File: src/rtl/rot_arbiter.sv
`default_nettype none
// ============================================================================
// Module      : rot_arbiter
// Description : Two-requester round-robin arbiter feeding a single 4-bit
//               rotate unit with a one-entry result register. The winner's
//               operand is rotated left or right by 0..3 and held until the
//               consumer takes it.
//               Optional grant counters are built when ROT_ARB_GNT_COUNT_EN
//               is defined. Without it, gnt_cnt0/gnt_cnt1 are tied to 0.
// Revision    : 1.0 - initial release
// ============================================================================
module rot_arbiter #(
  parameter logic RR_INIT = 1'b0
) (
  input  logic       clk,
  input  logic       rst_n,
  input  logic       req0_valid,
  input  logic [3:0] req0_data,
  input  logic [1:0] req0_amt,
  input  logic       req0_dir,
  output logic       req0_ready,
  input  logic       req1_valid,
  input  logic [3:0] req1_data,
  input  logic [1:0] req1_amt,
  input  logic       req1_dir,
  output logic       req1_ready,
  output logic       out_valid,
  output logic [3:0] out_data,
  output logic       out_id,
  input  logic       out_ready,
  output logic [7:0] gnt_cnt0,
  output logic [7:0] gnt_cnt1
);

  typedef enum logic [0:0] {
    IDLE = 1'b0,
    HOLD = 1'b1
  } state_t;

  state_t     state_q, state_d;
  logic       ptr_q, ptr_d;
  logic       out_valid_q, out_valid_d;
  logic [3:0] out_data_q, out_data_d;
  logic       out_id_q, out_id_d;

  logic       gnt_w;     // requester granted this cycle (meaningful in IDLE)
  logic       fire_w;    // a transfer happens on the next edge
  logic [3:0] rot_w;     // rotated operand of the granted requester

  // Circular 4-bit rotate. A right rotate by k is a left rotate by (4-k) mod 4.
  function automatic logic [3:0] rotate4(input logic [3:0] d,
                                         input logic [1:0] amt,
                                         input logic       dir);
    logic [1:0] lamt;
    logic [3:0] r;
    lamt = dir ? (2'd0 - amt) : amt;
    case (lamt)
      2'd0:    r = d;
      2'd1:    r = {d[2:0], d[3]};
      2'd2:    r = {d[1:0], d[3:2]};
      default: r = {d[0], d[3:1]};
    endcase
    return r;
  endfunction

  // Grant selection: a lone valid requester wins, otherwise the pointer decides.
  always_comb begin
    gnt_w = ptr_q;
    if (req0_valid && !req1_valid) begin
      gnt_w = 1'b0;
    end else if (req1_valid && !req0_valid) begin
      gnt_w = 1'b1;
    end
  end

  // Rotate the operand of whichever requester currently holds the grant.
  always_comb begin
    rot_w = gnt_w ? rotate4(req1_data, req1_amt, req1_dir)
                  : rotate4(req0_data, req0_amt, req0_dir);
  end

  // Next-state and handshake outputs; requesters are never ready while full.
  always_comb begin
    state_d     = state_q;
    ptr_d       = ptr_q;
    out_valid_d = out_valid_q;
    out_data_d  = out_data_q;
    out_id_d    = out_id_q;
    req0_ready  = 1'b0;
    req1_ready  = 1'b0;
    fire_w      = 1'b0;
    case (state_q)
      IDLE: begin
        req0_ready = (gnt_w == 1'b0);
        req1_ready = (gnt_w == 1'b1);
        fire_w     = (req0_valid && req0_ready) || (req1_valid && req1_ready);
        if (fire_w) begin
          state_d     = HOLD;
          ptr_d       = ~gnt_w;
          out_valid_d = 1'b1;
          out_data_d  = rot_w;
          out_id_d    = gnt_w;
        end
      end
      HOLD: begin
        // Consuming the result only frees the slot; no new accept this cycle.
        if (out_ready) begin
          state_d     = IDLE;
          out_valid_d = 1'b0;
        end
      end
      default: begin
        state_d     = IDLE;
        out_valid_d = 1'b0;
      end
    endcase
  end

  // State, pointer and result register with asynchronous active-low reset.
  always_ff @(posedge clk or negedge rst_n) begin
    if (!rst_n) begin
      state_q     <= IDLE;
      ptr_q       <= RR_INIT;
      out_valid_q <= 1'b0;
      out_data_q  <= 4'd0;
      out_id_q    <= 1'b0;
    end else begin
      state_q     <= state_d;
      ptr_q       <= ptr_d;
      out_valid_q <= out_valid_d;
      out_data_q  <= out_data_d;
      out_id_q    <= out_id_d;
    end
  end

  assign out_valid = out_valid_q;
  assign out_data  = out_data_q;
  assign out_id    = out_id_q;

`ifdef ROT_ARB_GNT_COUNT_EN
  logic [7:0] gnt_cnt0_q, gnt_cnt0_d;
  logic [7:0] gnt_cnt1_q, gnt_cnt1_d;

  // Saturating per-requester grant counters, stepped on each transfer.
  always_comb begin
    gnt_cnt0_d = gnt_cnt0_q;
    gnt_cnt1_d = gnt_cnt1_q;
    if (fire_w && !gnt_w && gnt_cnt0_q != 8'hFF) begin
      gnt_cnt0_d = gnt_cnt0_q + 8'd1;
    end
    if (fire_w && gnt_w && gnt_cnt1_q != 8'hFF) begin
      gnt_cnt1_d = gnt_cnt1_q + 8'd1;
    end
  end

  // Counter registers.
  always_ff @(posedge clk or negedge rst_n) begin
    if (!rst_n) begin
      gnt_cnt0_q <= 8'd0;
      gnt_cnt1_q <= 8'd0;
    end else begin
      gnt_cnt0_q <= gnt_cnt0_d;
      gnt_cnt1_q <= gnt_cnt1_d;
    end
  end

  assign gnt_cnt0 = gnt_cnt0_q;
  assign gnt_cnt1 = gnt_cnt1_q;
`else
  assign gnt_cnt0 = 8'd0;
  assign gnt_cnt1 = 8'd0;
`endif

endmodule
`default_nettype wire

File: config.mk
export PLATFORM = sky130hd
export DESIGN_NAME = rot_arbiter
export DESIGN_NICKNAME = d
export VERILOG_FILES = /design/src/rtl/rot_arbiter.sv
export SDC_FILE = /design/constraint.sdc
export NUM_CORES = 1
export LEC_CHECK = 0
export CORE_AREA = 2 2 42 63
export CTS_BUF_LIST = sky130_fd_sc_hd__clkbuf_16
export DETAILED_ROUTE_END_ITERATION = 8
export DIE_AREA = 0 0 44 65
export PLACE_DENSITY = 0.84
export SYNTH_ARGS = -nofsm -noshare
export SYNTH_HDL_FRONTEND = slang
export SYNTH_SLANG_ARGS = --single-unit
File: constraint.sdc
create_clock -name clk -period 1.2 [get_ports clk]
set_clock_uncertainty 0.15 [all_clocks]
set_input_delay 0.12 -clock clk [delete_from_list [all_inputs] [get_ports clk]]
set_output_delay 0.12 -clock clk [all_outputs]
set_load 0.02 [all_outputs]
Word-level counts from Yosys, hierarchy flattened

Index checks and enable logic that the tools add are counted.

Bits in registers: 8
Input port bits: 19
Output and inout port bits: 24
Logic and storage cells: 41

Add/sub/neg operators: 2
Equality and inequality tests: 6
Mux-type cells: 15
Bitwise gates (word level): 2
Reduce and logical (&&, ||, !) cells: 11

Operators by type and width:

| operator              | count |
|---|---|
| $pmux W4 S3           | 2 |
| $mux W1               | 8 |
| $eq A2 B1 Y1 const B  | 2 |
| $eq A2 B2 Y1 const B  | 2 |
| $logic_and A1 B1 Y1   | 4 |
| $logic_not A2 Y1      | 2 |
| $mux W2               | 2 |
| $mux W4               | 1 |
| $ne A2 B2 Y1 const B  | 2 |
| $pmux W1 S2           | 2 |
| $reduce_and A2 Y1     | 2 |
| $sub A1 B2 Y2 const A | 2 |
| $logic_not A1 Y1      | 2 |
| $not A1 Y1            | 2 |
| $logic_or A1 B1 Y1    | 1 |

Depth between registers and ports, before layout

Depth after elaboration: 9
Depth in mapped cells: 7
Mapped depth without buffers: 6

Worst setup path after synthesis

OpenSTA, ideal clock, no wires.

Kind: input to register
From: input req1_amt[0]
To: register out_data_q[1], in the netlist out_data[1]
Library setup time: 0.138 ns
Arrival time: 1.186 ns
Data required time: 0.912 ns
Path slack: -0.274 ns
Stages: 7
Buffers on the path: 1
Path through: buf_6 inv_1 ha_1 mux2_4 nand2_2 mux2i_1 o221ai_1

Longest elaborated chain between the ends: 5
Elaborated cells on any way between the ends: 7
Classes of those cells: add/sub (1); eq/ne (2); mux (3); reduce/logical (1)

RTL lines:

| element                              | line | RTL |
|---|---|---|
| from (decl)                          | 24   | `input logic [1:0] req1_amt,` |
| $sub A1 B2 Y2                        | 56   | `lamt = dir ? (2'd0 - amt) : amt;` |
| $mux W2 *                            | 56   |  |
| $eq A2 B2 Y1 (tied with other cells) | 57   | `case (lamt)` |
| $pmux W4 S3 *                        | 57   |  |
| $mux W4 *                            | 78   | `rot_w = gnt_w ? rotate4(req1_data, req1_amt, req1_dir)` |
| to (signal assigned)                 | 131  | `out_data_q <= out_data_d;` |
| to (decl)                            | 43   | `logic [3:0] out_data_q, out_data_d;` |

Every way passes the cells marked *; elsewhere a longest branch is shown, timed or not.
A chain may end at the register's enable or synchronous reset.

Worst setup path after layout

From: register ptr_q
To: output req0_ready

Longest elaborated chain between the ends: 4

RTL lines:

| element                | line | RTL |
|---|---|---|
| from (decl)            | 41   | `logic ptr_q, ptr_d;` |
| from (signal assigned) | 129  | `ptr_q <= ptr_d;` |
| $mux W1                | 71   | `end else if (req1_valid && !req0_valid) begin` |
| $mux W1                | 69   | `if (req0_valid && !req1_valid) begin` |
| $not A1 Y1             | 94   | `req0_ready = (gnt_w == 1'b0);` |
| $mux W1                | 92   | `case (state_q)` |
| to (decl)              | 21   | `output logic req0_ready,` |

Every way passes these cells.

==> results by group <==
Status
  – Status: finished with violations
  – Failing checks: setup timing

Route
  – DR iter-0 viols: 40
  – DRT Wirelength: 2.02 mm
  – DRC viols: 0
  – Via density: 5.34
  – DR WL/cell: 13.4 um
  – DRT antenna net count: 0
  – First-pass DRT Iterations: 4
  – Vias: ~800

Flow run
  – Max-cap violations: 0

Timing
  – Period utilization: 115%
  – Fin crit period: 1380 ps
  – FMAX: 0.725 GHz
  – Pins over their slew limit: 0
  – Final setup viols: 6
  – Setup ws final: -179 ps
  – RSZ-0062 raised after global routing: true
  – Worst hold margin: 17.2 ps
  – Final hold vios: 0

Global routing
  – Number of global-route vias before repair: 752
  – Tot GR Track Use: 14.2%
  – Initial antenna violation count: 0
  – Largest net degree at the start of global routing: 12
  – Remaining global-route overflow: 0
  – First-pass GRT wire length: 3.06 mm

CTS
  – CTS tree: done
  – Root buffer cell: clkbuf_16
  – H-tree depth: 1
  – CTS Buf Count: 3
  – Clock Path Buffers: 2
  – Sinks on the clock net: 8
  – Clock slew at reported path FFs: 40 ps
  – Clk_lat worst skew: between 200 and 250 ps
  – Hold buffers post-CTS: 0

Setup path
  – Startpoint Class: flop
  – CP cell instances: o21ai_2 -> nand2_1 -> nor2_1 -> buf_4
  – Worst path slowest cell: dfrtp_1
  – Setup crit end kind: output port
  – Crit path DAT: 1110 ps
  – Critical path type: reg -> out
  – Worst EP required: 930 ps
  – Reg2Reg Depth: 3
  – Crit-path max cell delay: 410 ps
  – CP Max Fanout: 3

Yosys
  – Area leader, netlist: dfrtp_1
  – Ys flop type: dfrtp_1
  – Cells after Synth: between 80 and 90
  – Yosys cell types: 26
  – Number of synthesized flops with an enable pin: 0
  – Synth area leaders: dfrtp_1 27%, buf_4 16%, a222oi_1 11%, ha_1 6.7%, o21ai_0 6.0%
  – Post-synth top area share: 26.7%
  – Synth Warn #: 0
  – Commonest cells post-synth: 16 x buf_4, 9 x nand2_1, 9 x o21ai_0, 8 x a222oi_1, 8 x dfrtp_1
  – Most common cell in the netlist: buf_4
  – Async SR Flop Fraction: 100%
  – Mapped Avg Cell Area: 8.52 sq um
  – Synthesized area: ~750 sq um
  – Sequential area share after synthesis: 26.7%
  – Post-synthesis sequential element count: 8

Power and ir drop
  – Sw frac: 33.7%
  – Net Sw Power: 0.535 mW
  – Max VDD drop: 0.565 mV
  – Leakage Power: ~0.60 nW
  – Overall Power: around 1.6 mW
  – Flop pwr share: 24.0%
  – Comb pwr share: 40.1%
  – Clock power share: 35.9%
  – Internal power: 1.05 mW
  – Power Density: 1260 mW/mm^2

Floorplanning
  – Die area: between 0.002 and 0.003 sq mm
  – Die X: about 44 um
  – Die H: 65 um
  – Num rows: 22
  – Initial Utilization: about a third
  – Core Region: 0.00237 sq mm
  – Top Ports: 43

Final layout
  – FF+latch area: about 200 sq um
  – Layout cells sized above 1: 36.5%
  – Antenna Cells: 0
  – # fillers: 214
  – Nets: 151
  – Area Overhead vs Synth: 68.6%
  – Multi-input gate area: between 500 and 600 sq um
  – Final core utilization: 53.4%
  – Design area: 0.00126 sq mm

Place
  – Gpl congestion: 0.761
  – Detail Placement HPWL: about 1.4 mm
  – Setup WS pre-CTS: -765 ps
  – Placed Area: 0.00105 sq mm
  – Count of input and output buffers: 26

Min path
  – Worst min path class: in -> async
-- kinds of logic after synthesis --
family,count (synthesis),share of synthesized area [%]
other,1,0.500
adders and majority gates,4,6.68
muxes,3,5.17
AOI/OAI and AO/OA,33,31.1
and+or+nand+nor,14,8.18
buffers and inverters,25,21.7
DFF,8,26.7
-- registers in the layout, summed over array words and instances (netlist names) --
name	cells
out_id	1
out_data	4
out_valid	1
ptr_q	1
state_q	1
-- metal layers --
layer,global-route usage [%],routed length (um),up-vias
li1,-,-,382
met1,13.6,678,385
met2,27.8,1220,32
met3,1.11,85,2
met4,7.95,30,0
met5,0,0,-
-- path summary, 6_finish.rpt --
path	start	end	slack, ps
min in group clk	req0_data[2]	out_data[1]$_DFFE_PN0P_	180
min reg2reg	out_data[0]$_DFFE_PN0P_	out_data[0]$_DFFE_PN0P_	340
max reg2reg	ptr_q$_DFFE_PN0P_	out_data[0]$_DFFE_PN0P_	-120
max in group asynchronous	rst_n	state_q$_DFF_PN0_	620
max	ptr_q$_DFFE_PN0P_	req0_ready	-180
min	rst_n	ptr_q$_DFFE_PN0P_	20
-- cell usage in the layout, fill, tap and decap left out, drive strengths merged --
cell type      instances
mux2i                  2
o21bai                 1
o221ai                 4
clkdlybuf4s15          5
dlymetal6s2s           4
clkbuf                 5
ha                     4
mux2                   1
buf                   17
nand2b                 1
nor2                   1
clkdlybuf4s50          3
dlygate4sd2            7
a211o                  1
a21oi                  5
o21ai                 10
inv                    7
nor3                   1
a222oi                 8
a31oi                  3
dfrtp                  8
conb                  16
nand2                 10
or2                    1
a22oi                  1
-- stage by stage --
step	cells	setup TNS, ps
3_3_place_gp	145	-4700
4_1_cts	148	-776
6_report	150	-703
2_1_floorplan	103	-629
3_5_place_dp	145	-5110
5_1_grt	150	-943
-- worst max-delay path, delay by kind of cell, from the launching register on --
| family | cells | cell delay [ps] |
|---|---|---|
| buf+inv | 1 | 140 |
| simple gates | 2 | 150 |
| flops | 1 | 410 |
| compound gates | 1 | 160 |
-- what timing repair did --
action	CTS	global route
cloned	0	0
endpoints found under the setup margin	14	13
pin swaps	16	5
setup buffers	0	2
resized for setup	65	20
-- final cells by class --
cell class | count | share of cell area, %
clock buffer | 3 | 5.94
inverter | 7 | 2.28
multi-input combinational | 70 | 46.4
sequential | 8 | 15.8
tap | 24 | 2.38
timing repair buffer | 38 | 27.1
-- power by group through the flow --
stage          Clock (mW)  Sequential [mW]  Combinational, mW
2_1_floorplan           0            0.438              0.285
3_3_place_gp            0            0.380              0.567
3_5_place_dp            0            0.381              0.580
4_1_cts             0.567            0.382              0.587
5_1_grt             0.592            0.389              0.689
6_report            0.570            0.382              0.637
Power figures use the tool's default switching activity.
